File: src/rtl/accel_stream_loader.sv
// Host-side sequencer: streams config beats, then instruction and input
// memory words (serialised LSB-chunk first) into the accelerator input link,
// and accepts/counts the accelerator's output beats until the expected
// number has arrived.
//
// Ports:
//   clk, rst          single clock, synchronous active-high reset
//   start             one-cycle pulse; begins a load when not busy
//   num_instr         instruction word count (sampled at start)
//   num_inputs        input word count (sampled at start)
//   num_outputs       expected output beats (sampled at start)
//   cfg_data          NUM_CONFIGS config beats, beat k at [k*FIFO_WIDTH +: FIFO_WIDTH]
//   mem_ren/sel/addr  memory read request (sel 0 = instr, 1 = input)
//   mem_rdata         read data, valid one cycle after mem_ren
//   stream_*          ready/valid link toward the accelerator
//   out_data/vld/rdy  ready/valid link from the accelerator
//   cap_vld/data/idx  registered copy of the last accepted output beat
//   busy, done        load in progress / load complete (sticky)
module accel_stream_loader #(
    parameter int FIFO_WIDTH  = 16,
    parameter int WORD_WIDTH  = 32,
    parameter int NUM_CONFIGS = 5,
    parameter int ADDR_WIDTH  = 12,
    parameter int CNT_WIDTH   = 16
) (
    input  logic                              clk,
    input  logic                              rst,
    input  logic                              start,
    input  logic [ADDR_WIDTH-1:0]             num_instr,
    input  logic [ADDR_WIDTH-1:0]             num_inputs,
    input  logic [CNT_WIDTH-1:0]              num_outputs,
    input  logic [NUM_CONFIGS*FIFO_WIDTH-1:0] cfg_data,
    output logic                              mem_ren,
    output logic                              mem_sel,
    output logic [ADDR_WIDTH-1:0]             mem_addr,
    input  logic [WORD_WIDTH-1:0]             mem_rdata,
    output logic [FIFO_WIDTH-1:0]             stream_data,
    output logic                              stream_vld,
    input  logic                              stream_rdy,
    input  logic [FIFO_WIDTH-1:0]             out_data,
    input  logic                              out_vld,
    output logic                              out_rdy,
    output logic                              cap_vld,
    output logic [FIFO_WIDTH-1:0]             cap_data,
    output logic [CNT_WIDTH-1:0]              cap_idx,
    output logic                              busy,
    output logic                              done
);

    localparam int CHUNKS = WORD_WIDTH / FIFO_WIDTH;
    localparam int CFG_W  = (NUM_CONFIGS > 1) ? $clog2(NUM_CONFIGS) : 1;
    localparam int CHK_W  = (CHUNKS > 1) ? $clog2(CHUNKS) : 1;

    typedef enum logic [2:0] {
        IDLE,
        CFG,
        FETCH,
        WAIT,
        SEND,
        DRAIN,
        DONE
    } state_t;

    state_t state, state_nxt;

    logic [ADDR_WIDTH-1:0]             n_instr;
    logic [ADDR_WIDTH-1:0]             n_inputs;
    logic [CNT_WIDTH-1:0]              n_outputs;
    logic [NUM_CONFIGS*FIFO_WIDTH-1:0] cfg_sr;
    logic [CFG_W-1:0]                  cfg_idx;
    logic [WORD_WIDTH-1:0]             word_sr;
    logic [CHK_W-1:0]                  chunk_idx;
    logic [ADDR_WIDTH-1:0]             addr;
    logic [CNT_WIDTH-1:0]              out_count;
    logic                              phase;

    logic xfer;
    logic accept;
    logic cfg_last;
    logic chunk_last;
    logic phase_end;

    assign busy       = (state != IDLE) && (state != DONE);
    assign done       = (state == DONE);
    assign mem_sel    = phase;
    assign mem_addr   = addr;
    assign out_rdy    = busy && (out_count < n_outputs);
    assign xfer       = stream_vld && stream_rdy;
    assign accept     = out_vld && out_rdy;
    assign cfg_last   = (cfg_idx == CFG_W'(NUM_CONFIGS - 1));
    assign chunk_last = (chunk_idx == CHK_W'(CHUNKS - 1));
    // phase 0 walks the instruction region, phase 1 the input region
    assign phase_end  = (addr == (phase ? n_inputs : n_instr));

    always_ff @(posedge clk) begin
        if (rst) begin
            state <= IDLE;
        end else begin
            state <= state_nxt;
        end
    end

    always_comb begin
        state_nxt   = state;
        mem_ren     = 1'b0;
        stream_vld  = 1'b0;
        stream_data = '0;
        unique case (state)
            IDLE, DONE: begin
                if (start) begin
                    state_nxt = (NUM_CONFIGS == 0) ? FETCH : CFG;
                end
            end
            CFG: begin
                stream_vld  = 1'b1;
                stream_data = cfg_sr[FIFO_WIDTH-1:0];
                if (stream_rdy && cfg_last) begin
                    state_nxt = FETCH;
                end
            end
            FETCH: begin
                if (phase_end) begin
                    // instr phase end flips to input phase and re-evaluates
                    if (phase) begin
                        state_nxt = DRAIN;
                    end
                end else begin
                    mem_ren   = 1'b1;
                    state_nxt = WAIT;
                end
            end
            WAIT: begin
                state_nxt = SEND;
            end
            SEND: begin
                stream_vld  = 1'b1;
                stream_data = word_sr[FIFO_WIDTH-1:0];
                if (stream_rdy && chunk_last) begin
                    state_nxt = FETCH;
                end
            end
            DRAIN: begin
                if (out_count == n_outputs) begin
                    state_nxt = DONE;
                end
            end
            default: begin
                state_nxt = IDLE;
            end
        endcase
    end

    always_ff @(posedge clk) begin
        if (rst) begin
            n_instr   <= '0;
            n_inputs  <= '0;
            n_outputs <= '0;
            cfg_sr    <= '0;
            cfg_idx   <= '0;
            word_sr   <= '0;
            chunk_idx <= '0;
            addr      <= '0;
            out_count <= '0;
            phase     <= 1'b0;
            cap_vld   <= 1'b0;
            cap_data  <= '0;
            cap_idx   <= '0;
        end else begin
            cap_vld <= 1'b0;
            if (accept) begin
                cap_vld   <= 1'b1;
                cap_data  <= out_data;
                cap_idx   <= out_count;
                out_count <= out_count + CNT_WIDTH'(1);
            end
            unique case (state)
                IDLE, DONE: begin
                    if (start) begin
                        n_instr   <= num_instr;
                        n_inputs  <= num_inputs;
                        n_outputs <= num_outputs;
                        cfg_sr    <= cfg_data;
                        cfg_idx   <= '0;
                        chunk_idx <= '0;
                        addr      <= '0;
                        out_count <= '0;
                        phase     <= 1'b0;
                    end
                end
                CFG: begin
                    if (xfer) begin
                        cfg_sr  <= cfg_sr >> FIFO_WIDTH;
                        cfg_idx <= cfg_idx + CFG_W'(1);
                    end
                end
                FETCH: begin
                    if (phase_end && !phase) begin
                        phase <= 1'b1;
                        addr  <= '0;
                    end
                end
                WAIT: begin
                    word_sr   <= mem_rdata;
                    chunk_idx <= '0;
                end
                SEND: begin
                    if (xfer) begin
                        word_sr   <= word_sr >> FIFO_WIDTH;
                        chunk_idx <= chunk_idx + CHK_W'(1);
                        if (chunk_last) begin
                            addr <= addr + ADDR_WIDTH'(1);
                        end
                    end
                end
                default: begin
                end
            endcase
        end
    end

endmodule

File: config.mk
export PLATFORM = sky130hd
export DESIGN_NAME = accel_stream_loader
export DESIGN_NICKNAME = d
export VERILOG_FILES = /design/src/rtl/accel_stream_loader.sv
export SDC_FILE = /design/constraint.sdc
export NUM_CORES = 1
export LEC_CHECK = 0
export CAP_MARGIN = 5
export CORE_ASPECT_RATIO = 1.1
export CORE_MARGIN = 8
export CORE_UTILIZATION = 31
export CTS_BUF_LIST = sky130_fd_sc_hd__clkbuf_4 sky130_fd_sc_hd__clkbuf_8
export CTS_CLUSTER_SIZE = 14
export DETAILED_ROUTE_END_ITERATION = 8
export HOLD_SLACK_MARGIN = 0.1
export SYNTH_ARGS = -nofsm -noshare
export SYNTH_HDL_FRONTEND = slang
export SYNTH_SLANG_ARGS = --single-unit
File: constraint.sdc
create_clock -name clk -period 3.3 [get_ports clk]
set_input_delay 0.495 -clock clk [delete_from_list [all_inputs] [get_ports clk]]
set_output_delay 0.495 -clock clk [all_outputs]
set_load 0.005 [all_outputs]
==> reports/metrics.cfg <==
[worst_setup_path]
cpMostUsedCell = buf_4
crit_path_cell_trace = buf_4 -> mux2i_1 -> xnor2_1 -> nor4_1 -> buf_4 -> a31oi_1 -> clkdlybuf4s50_1
cp_data_arrival_time_ns = 2.64
rr_endpoint = out_count[3]$_SDFF_PP0_
crit_slowest_cell = clkdlybuf4s50_1
critical_path_peak_fanout = 17
crit_required_ns = 2.80
r2r_setup_slack_ns = 0.53
cp_slowest_stage_delay_ns = 0.56
crit_path_end_kind = primary output
worstSetupPathType = flop to primary output
r2r_cells = 9
rr_startpoint = out_count[13]$_SDFF_PP0_
cp-start-kind = flop

[synthesis]
yosys_warnings = 0
synthAdderAreaFrac = 0.0253
synth_top_family_by_area = compound AO/OA/AOI/OAI gates
synth_top_flop_cell = dfxtp_1
synthMuxAreaShare = 0.110
syn-num-nets = 1331
synthSimpleGateAreaFrac = 0.174
ys_types = 59
ys_seq_area_frac = 0.447
async_flop_share = 0
syn_avg_cell_area_um2 = 8.69
synth_area_um2 = 9890
syn_inst = 1138
ys_ff_latch = 221
synthXorXnorAreaFrac = 0.0142
synth-compound-area-share = 0.177
synth-edff-count = 0

[power]
total_power_mw = 8.17
vdd_ir_drop_max_v = 0.000274
p_leak_nw = 5.06
power.density_nw_per_um2 = 605

[drt]
drc = 0
antenna_left = 0
avgRoutedWirePerCell_um = 16.6
vias = 8760
drt_first_pass_iters = 5
via_per_inst = 4.87
wirelength_um = 29700
drtIter0Drc = 388

[clock_network]
path_clk_slew_ns = 0.06
cts_tree = done
cts_buffer_depth = 3
cts-root-buf = clkbuf_8
cts_hold_buf = 0
htreeDepth = 2
clock_latency_ns = 0.53
cts_buffers = 40
clkSinkCount = 221

[place]
gp_congestion = 0.812
numPortBuffers = 239
placed_area_um2 = 12700
dpl.hpwl_um = 21300

[timing]
relSlewSlack = 0.447
fin_skew_ns = 0.0191
layout_min_cycle_time_ns = 3.14
period_share = 0.951
rsz0062_at_grt = false
max_freq_mhz = 319
hold_viol = 0
tns_ns = 0
finalSetupViolations = 0
worstMarginPinSlew_ns = 0.829
final_max_slew_viol_count = 0

[flow_run]
drv_cap = 0

[floorplan]
chipWidth_um = 186
die_area_um2 = 37900
start_util = 0.315
fp-row-count = 68
dieHeight_um = 203
core-area_um2 = 31400
io_pins = 240

[outcome]
status = finished, final reports clean

[hold_path]
hold_path.class = input port to flop
worstHoldStart = rst
holdPathStages = 2
min_to = n_outputs[11]$_SDFFE_PP0P_

[grt]
antenna_found_initial = 1
overflow = 0
grt_pass1_vias = 8723
grt_pass1_wl_um = 46800
grt_usage = 0.151
grt_max_degree = 120

[final_layout]
area_growth_pct = 36.6
nets = 1547
stdcell_area_um2 = 13500
drive_gt1_frac = 0.0778

==> registers in the layout (all words and copies together), names as in the netlist <==
name / count
cap_data: 16
n_inputs: 12
mem_sel: 1
out_count: 16
state: 3
word_sr: 32
cfg_sr: 80
cap_idx: 16
n_outputs: 16
cap_vld: 1
chunk_idx: 1
cfg_idx: 3
mem_addr: 12
n_instr: 12
==> metrics by stage <==
step	instances	utilization	hold WS [ns]	setup WS, ns
6_report	1797	0.430	0.436	0.161
5_1_grt	1797	0.430	0.450	0.00277
4_1_cts	1794	0.429	0.422	0.00744
3_5_place_dp	1729	0.404	0.447	0.412
3_3_place_gp	1729	0.404	0.442	0.449
2_1_floorplan	1138	-	0.436	0.971
==> layout make-up <==
class	count	area (um^2)
Sequential cell	221	4430
Timing Repair Buffer	263	2660
Clock inverter	4	23.8
Fill cell	3104	17900
Multi-Input combinational cell	799	5000
Antenna cell	1	2.50
Clock buffer	60	757
Inverter	29	109
Tap cell	420	526
==> cell families (layout without fill, tap and decap cells) <==
kind of cell | Yosys count | count (layout)
simple gates | 399 | 399
compound gates | 255 | 255
flops | 221 | 221
buf+inv | 118 | 356
mux | 109 | 109
fa+ha+maj | 20 | 20
xor+xnor | 16 | 16
other cells | 0 | 1
==> layout by cell type (no fill, tap or decap), types with 9 or more instances in the layout <==
| cell | instances |
|---|---|
| clkdlybuf4s50_1 | 237 |
| dfxtp_1 | 219 |
| nor2_1 | 164 |
| nand2_1 | 149 |
| mux2i_1 | 109 |
| a21oi_1 | 65 |
| a211oi_1 | 65 |
| clkbuf_8 | 49 |
| a22oi_1 | 32 |
| inv_1 | 28 |
| o21ai_0 | 20 |
| ha_1 | 20 |
| buf_4 | 17 |
| nand3_1 | 16 |
| a311oi_1 | 16 |
| a22o_1 | 16 |
| xnor2_1 | 14 |
| nor3_1 | 11 |
| a31oi_1 | 11 |
| clkbuf_4 | 11 |
| or3_1 | 9 |
==> timing repair <==
action | 4_1_cts | 5_1_grt
setup buffers | 1 | 2
endpoints found under the setup margin | 1 | 14
pin swaps | 2 | 3
resized for setup | 1 | 6
gates cloned | 0 | 0
==> cells in the mapped netlist, types with 2 or more instances <==
cell type  count  area, um^2
o211ai_1       3        22.5
buf_4          7        52.6
and2_1         2        12.5
nor2b_1        4        25.0
dfxtp_1      221        4420
nand2_1      150         563
clkbuf_1      55         206
nor4_1         4        25.0
buf_1          5        18.8
buf_2         21         105
a22o_1        16         140
nor2_1       164         616
nor4_2         2        25.0
a211oi_1      65         488
o22ai_1        4        25.0
a311oi_1      16         140
xnor2_1       14         123
inv_1         29         109
nor3_1        12        60.1
and3_1         4        25.0
nand2b_1       4        25.0
a21o_1         4        30.0
nand4_1        8        50.1
nand3_1       16        80.1
and4_1         2        17.5
o31ai_1        7        52.6
mux2i_1      109        1090
a22oi_1       32         240
ha_1          20         250
or3_1          9        56.3
a31oi_1       11        68.8
xor2_1         2        17.5
o21ai_0       20         100
or4_1          7        52.6
a21oi_1       65         325
==> per-layer routing <==
layer | share of wire | vias to the layer above | global-route usage
met4 | 0.022 | 0 | 0.0454
met5 | 0 | - | 0
li1 | - | 4481 | -
met2 | 0.46 | 234 | 0.243
met3 | 0.081 | 48 | 0.0454
met1 | 0.44 | 3997 | 0.192
==> power breakdown <==
part           total (mW)  internal (mW)  switching [mW]
Sequential           3.28           3.05           0.228
Combinational        2.34           1.10            1.24
Clock                2.55           1.45            1.10
Total                8.17           5.60            2.57
==> worst max-delay path: cells and delay by family, from the launching register on <==
kind,cells,cell delay [ns]
mux,1,0.34
simple gates,1,0.07
compound gates,1,0.25
flops,1,0.31
buf+inv,3,0.99
xor+xnor,1,0.16
==> how the worst max path moves through the flow <==
stage                                     from                      end  slack (ns)
detailed placement    out_count[13]$_SDFF_PP0_                  out_rdy        0.41
global route             state[0]$_SDFFE_PP0P_           stream_data[1]       0.003
CTS                      state[1]$_SDFFE_PP0P_                  out_rdy       0.007
floorplan           n_outputs[13]$_SDFFE_PP0P_  out_count[5]$_SDFF_PP0_        0.97
finish                    mem_sel$_SDFFE_PP0P_                  mem_ren        0.16
global placement      out_count[13]$_SDFF_PP0_                  out_rdy        0.45
Note: power is estimated with default switching activity, not from simulation.
